**src/rtl/prog_chain_pkg.sv**
```systemverilog
// Shared types for the programming-chain segment: FSM state encoding and counter sizing.
package prog_chain_pkg;

    typedef enum logic [1:0] {
        ST_IDLE   = 2'd0,
        ST_PROG   = 2'd1,
        ST_COMMIT = 2'd2,
        ST_DONE   = 2'd3
    } state_e;

    // Enough bits to hold every value from 0 up to and including depth.
    function automatic int cnt_width(input int depth);
        return $clog2(depth + 1);
    endfunction

endpackage

```
**src/rtl/prog_chain_sreg.sv**
```systemverilog
// Word-wide shift register for one chain segment, with a registered tail output
// and a circular mode used for readback.
module prog_chain_sreg #(
    parameter int DIN_WIDTH = 1,
    parameter int DEPTH     = 64
) (
    input  logic                           prog_clk,
    input  logic                           prog_rst_n,
    input  logic                           shift_en,
    input  logic                           circ_en,
    input  logic [DIN_WIDTH-1:0]           din,
    output logic [DIN_WIDTH-1:0]           dout,
    output logic [DIN_WIDTH*DEPTH-1:0]     data
);

    localparam int W = DIN_WIDTH * DEPTH;

    logic [W-1:0]         data_q, data_d;
    logic [DIN_WIDTH-1:0] dout_q, dout_d;
    logic [DIN_WIDTH-1:0] tail;
    logic [DIN_WIDTH-1:0] head;

    // Oldest word sits at the MSB end, so after DEPTH shifts the first word is in the top slot.
    assign tail = data_q[W-1 -: DIN_WIDTH];
    assign head = circ_en ? tail : din;

    always_comb begin
        data_d = data_q;
        dout_d = dout_q;
        if (shift_en) begin
            data_d = (data_q << DIN_WIDTH) | W'(head);
            dout_d = tail;
        end
    end

    always_ff @(posedge prog_clk or negedge prog_rst_n) begin
        if (!prog_rst_n) begin
            data_q <= '0;
            dout_q <= '0;
        end else begin
            data_q <= data_d;
            dout_q <= dout_d;
        end
    end

    assign data = data_q;
    assign dout = dout_q;

endmodule

```
**src/rtl/prog_chain_seg.sv**
```systemverilog
// One segment of the configuration programming chain: shifts the bitstream through,
// commits a full fill to cfg_q on the prog_done rising edge, and supports readback.
//
//   state     | meaning
//   ----------+------------------------------------------------------------
//   ST_IDLE   | after reset, waiting for the first word
//   ST_PROG   | shifting words in, counting fill
//   ST_COMMIT | one cycle: load cfg_q if full, else flag underfill
//   ST_DONE   | configuration live; prog_we does circular readback
module prog_chain_seg
    import prog_chain_pkg::*;
#(
    parameter int DIN_WIDTH    = 1,
    parameter int NUM_CFG_BITS = 64
) (
    input  logic                    prog_clk,
    input  logic                    prog_rst_n,
    input  logic                    prog_done,
    input  logic                    prog_we,
    input  logic [DIN_WIDTH-1:0]    prog_din,
    output logic [DIN_WIDTH-1:0]    prog_dout,
    output logic                    prog_we_o,
    output logic [NUM_CFG_BITS-1:0] cfg_q,
    output logic                    cfg_valid,
    output logic                    cfg_err
);

    localparam int DEPTH = NUM_CFG_BITS / DIN_WIDTH;
    localparam int CNT_W = cnt_width(DEPTH);

    state_e                  state_q, state_d;
    logic                    done_q;
    logic                    done_rise;
    logic [CNT_W-1:0]        cnt_q, cnt_d;
    logic [NUM_CFG_BITS-1:0] cfg_data_q;
    logic                    valid_q, err_q, we_o_q;
    logic [NUM_CFG_BITS-1:0] sreg_data;

    logic shift_en, circ_en, cnt_inc, cnt_clr, commit_en;

    assign done_rise = prog_done & ~done_q;

    always_ff @(posedge prog_clk or negedge prog_rst_n) begin
        if (!prog_rst_n) state_q <= ST_IDLE;
        else             state_q <= state_d;
    end

    always_comb begin
        state_d = state_q;
        case (state_q)
            ST_IDLE: begin
                if (done_rise)    state_d = ST_COMMIT;
                else if (prog_we) state_d = ST_PROG;
            end
            ST_PROG:   if (done_rise) state_d = ST_COMMIT;
            ST_COMMIT: state_d = ST_DONE;
            ST_DONE:   if (!prog_done) state_d = ST_PROG;
            default:   state_d = ST_IDLE;
        endcase
    end

    always_comb begin
        shift_en  = 1'b0;
        circ_en   = 1'b0;
        cnt_inc   = 1'b0;
        cnt_clr   = 1'b0;
        commit_en = 1'b0;
        case (state_q)
            ST_IDLE, ST_PROG: begin
                shift_en = prog_we;
                cnt_inc  = prog_we;
            end
            ST_COMMIT: commit_en = 1'b1;
            ST_DONE: begin
                shift_en = prog_we;
                circ_en  = 1'b1;
                cnt_clr  = ~prog_done;
            end
            default: ;
        endcase
    end

    // Saturate rather than wrap: upstream segments legitimately see more than DEPTH words.
    always_comb begin
        cnt_d = cnt_q;
        if (cnt_clr)
            cnt_d = '0;
        else if (cnt_inc && (cnt_q != CNT_W'(DEPTH)))
            cnt_d = cnt_q + 1'b1;
    end

    always_ff @(posedge prog_clk or negedge prog_rst_n) begin
        if (!prog_rst_n) begin
            done_q     <= 1'b0;
            cnt_q      <= '0;
            we_o_q     <= 1'b0;
            cfg_data_q <= '0;
            valid_q    <= 1'b0;
            err_q      <= 1'b0;
        end else begin
            done_q <= prog_done;
            cnt_q  <= cnt_d;
            we_o_q <= prog_we & (state_q != ST_COMMIT);
            if (commit_en) begin
                if (cnt_q == CNT_W'(DEPTH)) begin
                    cfg_data_q <= sreg_data;
                    valid_q    <= 1'b1;
                    err_q      <= 1'b0;
                end else begin
                    err_q <= 1'b1;
                end
            end
        end
    end

    prog_chain_sreg #(
        .DIN_WIDTH (DIN_WIDTH),
        .DEPTH     (DEPTH)
    ) u_sreg (
        .prog_clk   (prog_clk),
        .prog_rst_n (prog_rst_n),
        .shift_en   (shift_en),
        .circ_en    (circ_en),
        .din        (prog_din),
        .dout       (prog_dout),
        .data       (sreg_data)
    );

    assign prog_we_o = we_o_q;
    assign cfg_q     = cfg_data_q;
    assign cfg_valid = valid_q;
    assign cfg_err   = err_q;

endmodule

```
**config.mk**
```make
export PLATFORM = sky130hd
export DESIGN_NAME = prog_chain_seg
export DESIGN_NICKNAME = d
export VERILOG_FILES = /design/src/rtl/prog_chain_pkg.sv /design/src/rtl/prog_chain_sreg.sv /design/src/rtl/prog_chain_seg.sv
export SDC_FILE = /design/constraint.sdc
export NUM_CORES = 1
export LEC_CHECK = 0
export BUFFER_PORTS_ARGS = -buffer_cell sky130_fd_sc_hd__buf_2
export CAP_MARGIN = 40
export CORE_ASPECT_RATIO = 0.8
export CORE_MARGIN = 5
export CORE_UTILIZATION = 30
export DETAILED_ROUTE_END_ITERATION = 8
export MAX_ROUTING_LAYER = met4
export PLACE_DENSITY = 0.47
export SLEW_MARGIN = 10
export SYNTH_ARGS = -nofsm -noshare
export SYNTH_HDL_FRONTEND = slang
export SYNTH_SLANG_ARGS = --single-unit
```
**constraint.sdc**
```tcl
create_clock -name prog_clk -period 3.05 [get_ports prog_clk]
set_clock_uncertainty 0.1 [all_clocks]
set_input_delay 0.305 -clock prog_clk [delete_from_list [all_inputs] [get_ports prog_clk]]
set_output_delay 0.305 -clock prog_clk [all_outputs]
set_load 0.05 [all_outputs]
```
==> results of run 1 <==
-- power groups by stage --
stage,sequential [mW],combinational (mW),clock (mW)
floorplan,2.27,0.538,0
detailed placement,2.31,0.704,0
finish,2.27,0.694,1.94
CTS,2.28,0.712,2.02
global placement,2.31,0.689,0
global route,2.31,0.786,2.11
-- routing by layer --
layer	vias up	global-route usage (%)	part of all wire, %
met5	-	-	0
met4	0	4.61	1.8
met3	14	3.56	4.1
met2	57	14.8	46
met1	1530	13.6	48
li1	1382	-	-
-- critical path, delay by kind of cell (launching register included) --
kind,cells,cell delay (ns)
buf+inv,2,0.45
flops,1,0.41
simple gates,1,0.37
mux,1,0.33
fa+ha+maj,1,0.29
-- area by class of cell --
class | count | area (µm²)
sequential | 142 | 3550
inverter | 6 | 22.5
multi-input combinational | 178 | 1940
clock buffer | 19 | 443
timing repair buffer | 81 | 464
clock inverter | 13 | 116
fill | 1787 | 11400
tap | 253 | 317
-- state kept, by name (all words and copies together), names as in the netlist, 2 cells and up --
register,count
cfg_q,64
u_sreg.data,64
cnt_q,7
state_q,2
-- cells in the final DEF (no fill, tap or decap) --
cell,n
nor2_1,6
nor4_1,1
o21ai_0,5
mux2i_1,3
clkbuf_16,17
ha_1,6
inv_1,6
a31oi_1,1
o31ai_1,1
nor3_1,1
clkinvlp_4,3
dlygate4sd3_1,2
clkinv_4,3
inv_6,2
buf_4,5
nand4_1,1
or3_1,2
xnor2_1,3
nand2_1,4
buf_6,1
nor2b_1,2
o21a_1,1
nand2b_1,1
clkbuf_1,1
nand3_1,2
buf_2,71
clkinv_2,4
clkbuf_8,1
nor2_4,1
mux2_4,38
buf_12,2
o211ai_1,1
a311oi_1,1
nor4_4,1
bufinv_16,1
a21oi_1,5
dfrtp_1,142
mux2_2,91
-- final timing paths --
check                      startpoint  depth (start not counted)             end
max reg2reg                state_q[0]                          5       cfg_q[27]
max                        state_q[0]                          5       cfg_q[27]
min reg2reg                 cfg_valid                          1       cfg_valid
min                          prog_din                          3  u_sreg.data[0]
min in group asynchronous  prog_rst_n                          2       cfg_q[13]
max in group asynchronous  prog_rst_n                          3        cnt_q[5]
-- cell families (layout without fill, tap and decap cells) --
group                      Yosys count  after routing
muxes                              132            132
xor gates and xnor gates             3              3
AOI/OAI and AO/OA                   15             15
DFF                                142            142
and+or+nand+nor                     22             22
adders and majority gates            6              6
buffers and inverters               21            119
-- repair_timing --
action,in CTS,in global routing
endpoints found under the hold margin,82,0
hold buffers,2,0
setup endpoints to repair,0,0
-- cells in the mapped netlist --
library cell / instances / share of area (%)
o21ai_0: 5 / 0.45
o21a_1: 1 / 0.13
nand2b_1: 1 / 0.11
mux2_4: 38 / 10
ha_1: 6 / 1.3
mux2i_1: 3 / 0.54
nor2b_1: 2 / 0.22
nand4_1: 1 / 0.11
buf_4: 1 / 0.13
dfrtp_1: 142 / 63
a31oi_1: 1 / 0.11
inv_1: 6 / 0.40
mux2_2: 91 / 18
nor3_1: 1 / 0.089
buf_2: 6 / 0.54
nor4_4: 1 / 0.38
buf_6: 4 / 0.80
clkbuf_1: 2 / 0.13
o31ai_1: 1 / 0.13
or3_1: 2 / 0.22
nor4_1: 1 / 0.11
nand2_1: 4 / 0.27
nor2_1: 7 / 0.47
o211ai_1: 1 / 0.13
buf_1: 2 / 0.13
a311oi_1: 1 / 0.16
nand3_1: 2 / 0.18
xnor2_1: 3 / 0.47
a21oi_1: 5 / 0.45
==> reports/qor.txt, run 1 <==
status = completed
initial antenna violation count = 0
placed cell area = 6280 µm²
drt pass-1 iters = 4
global-route usage over all layers = 10.5%
mean routed wirelength per cell = 14.6 µm
Fin Hold WS = 0.208 ns
Post-CTS Setup Bufs = 0
worst-path cell chain = inv_1 -> ha_1 -> nand4_1 -> buf_12 -> mux2_4
slowest stage delay, CP = 0.41 ns
vias = 2,983
Initial DRC Count = 123
combinational power share = 14.1%
post-DP HPWL = 6400 µm
worst skew pair latency = 0.42 ns
vias in the first global route = 3,234
Final Hold Viols = 0
post-synthesis net count = 352
HP Class = in2reg
Nets = 437
RD Place Congestion = 0.698
post-synthesis mux area share = 29.0%
final setup TNS = 0 ns
worst-path fanout max = 44
DRC = 0
Ys Warns = 0
CP Data Required Time = 3.25 ns
Rel. slew slack = 49.0%
Synth Area in Simple Gates = 2.16%
global-route wire length before repair = 17,300 µm
total CTS buffers = 17
share of layout cells above drive strength 1 = 54.9%
Reg clk slew, reported paths = 0.06 ns
ANT nets after route = 0
Worst Path Arrival = 2.31 ns
fraction of the cycle the final worst path needs = 69.2%
Post-Syn Instances = 341
Worst-Margin Slew = 0.764 ns
final slew viol count = 0
post-layout min period = 2.11 ns
clk buf depth = 2
Final Util = 37.5%
clock power share = 39.5%
CTS H-tree depth = 4
Die Area = 21,500 µm²
Lkg Pwr = 3.63 nW
worst slack, placed = 0.938 ns
Netlist cell types = 29
Synth Area in Adders = 1.34%
internal power = 3.61 mW
Switch Pwr = 1.30 mW
non-filler cells in the finished layout = 692
Setup crit start kind = register
nature of the critical path endpoint = register
max_cap viols = 0
fmax = 0.474 GHz
Die Y-Extent = 132 µm
dpl cells = 658
total global routing overflow = 0
RSZ-0062 raised after global routing = no
final instance area = 6860 µm²
PnR worst setup slack = 0.940 ns
synthesized area = 5610 µm²
R2R setup slack = 0.94 ns
Total Wirelength = 10,100 µm
CTS Sinks = 142
die width = 163 µm
Power Dens Cells = 715 nW/µm²
Vias/cell = 4.31
Inserted Diodes = 0
initial core utilization = 30.7%
area delta synth->final = 22.3%
Net Sw Frac = 26.5%
Seq pwr share = 46.4%
CTS tree = done
class of the most critical setup path = reg2reg
CTS root buffer = clkbuf_16
slowest CP cell = dfrtp_1
Max VDD drop = 0.328 mV
core area = 18,300 µm²
IO Port Bufs = 72
main combinational cell family by area after synthesis = multiplexers
syn avg cell area = 16.4 µm²
Post-CTS Resized = 0
compound-gate portion of the synthesized area = 1.56%
post-synthesis sequential area ratio = 63.4%
area share of xor/xnor cells in the synthesized design = 0.468%
# rows = 44
flip-flop and latch count after synthesis = 142
io pins = 73
Final setup viols = 0
largest net degree at the start of global routing = 86
Overall Power = 4.91 mW
No activity file was read; power rests on OpenSTA's default activity.
==> inputs of run 2 (changes only) <==
--- a/config.mk
+++ b/config.mk
@@ -12,7 +12,7 @@
 export CORE_UTILIZATION = 30
 export DETAILED_ROUTE_END_ITERATION = 8
 export MAX_ROUTING_LAYER = met4
-export PLACE_DENSITY = 0.47
+export PLACE_DENSITY = 0.49
 export SLEW_MARGIN = 10
 export SYNTH_ARGS = -nofsm -noshare
 export SYNTH_HDL_FRONTEND = slang
==> constraint.sdc (replaced) <==
create_clock -name prog_clk -period 1.9 [get_ports prog_clk]
set_clock_uncertainty 0.1 [all_clocks]
set_input_delay 0.19 -clock prog_clk [delete_from_list [all_inputs] [get_ports prog_clk]]
set_output_delay 0.19 -clock prog_clk [all_outputs]
set_load 0.05 [all_outputs]
==> reports/qor.txt, run 2 (same netlist as run 1, synthesis figures left out) <==
R2R setup slack = 0.06 ns (was 0.94 ns)
total CTS buffers = 17 (unchanged)
final slew viol count = 0 (unchanged)
HP Class = in2async (was in2reg)
worst slack, placed = 0.0591 ns (was 0.938 ns)
largest net degree at the start of global routing = 47 (was 86)
Worst-Margin Slew = 0.516 ns (was 0.764 ns)
# rows = 44 (unchanged)
status = completed (unchanged)
Die Y-Extent = 132 µm (unchanged)
r2r worst-path depth = 7 (was 5)
delay-heaviest family, CP = buffers and inverters (unchanged)
Reg clk slew, reported paths = 0.07 ns (was 0.06 ns)
total global routing overflow = 0 (unchanged)
mean routed wirelength per cell = 15.3 µm (was 14.6 µm)
slowest stage delay, CP = 0.36 ns (was 0.41 ns)
ANT nets after route = 0 (unchanged)
RSZ-0062 raised after global routing = yes (was no)
max_cap viols = 0 (unchanged)
core area = 18,300 µm² (unchanged)
post-DP HPWL = 6650 µm (was 6400 µm)
PnR worst setup slack = 0.0615 ns (was 0.940 ns)
Lkg Pwr = 3.78 nW (was 3.63 nW)
vias = 3,022 (was 2,983)
die width = 163 µm (unchanged)
CTS root buffer = clkbuf_16 (unchanged)
slowest CP cell = dfrtp_1 (unchanged)
final instance area = 7160 µm² (was 6860 µm²)
worst-path cell chain = inv_1 -> ha_2 -> buf_4 -> nor2_4 -> buf_12 -> clkbuf_16 -> mux2_2 (was inv_1 -> ha_1 -> nand4_1 -> buf_12 -> mux2_4)
Rel. slew slack = 65.5% (was 49.0%)
clk buf depth = 2 (unchanged)
nature of the critical path endpoint = register (unchanged)
initial core utilization = 30.7% (unchanged)
global-route usage over all layers = 10.5% (about the same)
Power Dens Cells = 1180 nW/µm² (was 715 nW/µm²)
WP buf/inv = 4 (was 2)
Initial DRC Count = 113 (was 123)
Max VDD drop = 0.613 mV (was 0.328 mV)
commonest cells after routing, fill and taps aside = dfrtp_1, mux2_2, buf_2 (unchanged)
Die Area = 21,500 µm² (unchanged)
fraction of the cycle the final worst path needs = 96.8% (was 69.2%)
Vias/cell = 4.26 (was 4.31)
worst-path fanout max = 14 (was 44)
Total Wirelength = 10,800 µm (was 10,100 µm)
fmax = 0.544 GHz (was 0.474 GHz)
Setup crit start kind = register (unchanged)
global-route wire length before repair = 17,400 µm (was 17,300 µm)
non-filler cells in the finished layout = 709 (was 692)
io pins = 73 (unchanged)
Final setup viols = 0 (unchanged)
area delta synth->final = 27.7% (was 22.3%)
placed cell area = 6400 µm² (was 6280 µm²)
vias in the first global route = 3,243 (was 3,234)
Worst Path Arrival = 2.03 ns (was 2.31 ns)
RD Place Congestion = 0.773 (was 0.698)
IO Port Bufs = 72 (unchanged)
CTS tree = done (unchanged)
filler instances = 1,733 (was 1,787)
post-layout min period = 1.84 ns (was 2.11 ns)
CTS Sinks = 142 (unchanged)
CP Data Required Time = 2.10 ns (was 3.25 ns)
DRC = 0 (unchanged)
CTS H-tree depth = 4 (unchanged)
initial antenna violation count = 0 (unchanged)
Nets = 454 (was 437)
Inserted Diodes = 0 (unchanged)
Final Hold Viols = 0 (unchanged)
worst skew pair latency = 0.41 ns (was 0.42 ns)
Final Util = 39.2% (was 37.5%)
share of layout cells above drive strength 1 = 57.0% (was 54.9%)
drt pass-1 iters = 4 (unchanged)
dpl cells = 667 (was 658)
reg2reg start = state_q[0] (unchanged)
class of the most critical setup path = reg2reg (unchanged)
FF-to-FF End = u_sreg.data[60] (was cfg_q[27])
commonest non-fill, non-tap cell in the layout = dfrtp_1 (unchanged)
[run 2: cell types whose count changed in the layout (fill, tap and decap cells not counted), moves of 2 or more]
cell        before  now
clkbuf_16       17   20
inv_6            2    8
buf_12           2    6
clkinvlp_4       3    1
clkinv_2         4    1
buf_4            5   12
[run 2: what timing repair did]
action,CTS,global route
resized for setup,0,4
endpoints found under the setup margin,0,53
buffers inserted,0,3
hold buffers,3,0
endpoints found under the hold margin,144,0
[run 2: layout make-up]
class                           count  area, µm²  share of cell area [%]
Sequential cell                   142       3550                    49.6
Multi-Input combinational cell    178       1950                    27.3
Timing Repair Buffer               98        721                    10.1
Clock buffer                       17        425                    5.94
Tap cell                          253        317                    4.42
Clock inverter                     15        171                    2.39
Inverter                            6       22.5                   0.314
[run 2: routing by layer]
metal | track usage, % | share of wire [%] | wire length [µm]
met5 | - | 0 | 0
met4 | 4.15 | 1.5 | 158
met3 | 3.84 | 3.7 | 400
met2 | 14.2 | 43 | 4700
met1 | 14.1 | 51 | 5570
[run 2: worst max-delay path by stage]
stage                            to  slack [ns]        from  cells after the start
floorplan           u_sreg.data[26]        0.07  state_q[0]                      6
global placement          cfg_q[12]      -0.004    cnt_q[2]                      5
detailed placement  u_sreg.data[41]        0.06  state_q[0]                      6
CTS                 u_sreg.data[41]        0.04  state_q[0]                      6
global route        u_sreg.data[60]      -0.009  state_q[0]                      7
finish              u_sreg.data[60]        0.06  state_q[0]                      7
[run 2: worst register-to-register path, cell delays in order (launching register included)]
cell	delay (ns)
dfrtp_1	0.36
inv_1	0.09
ha_2	0.20
buf_4	0.15
nor2_4	0.14
buf_12	0.17
clkbuf_16	0.18
mux2_2	0.33
[run 2: through the flow]
stage	hold WS, ns	power [mW]	setup TNS [ns]
6_report	0.162	8.45	0
5_1_grt	0.181	8.91	-0.0442
4_1_cts	0.162	8.37	0
3_5_place_dp	0.0426	4.94	0
3_3_place_gp	0.0403	4.90	-0.00450
2_1_floorplan	-0.206	4.50	0
[run 2: where the power goes]
part	switching, mW	total, mW	internal [mW]
sequential	0.264	3.64	3.37
combinational	0.640	1.44	0.802
clock	1.39	3.37	1.98
total	2.29	8.45	6.15
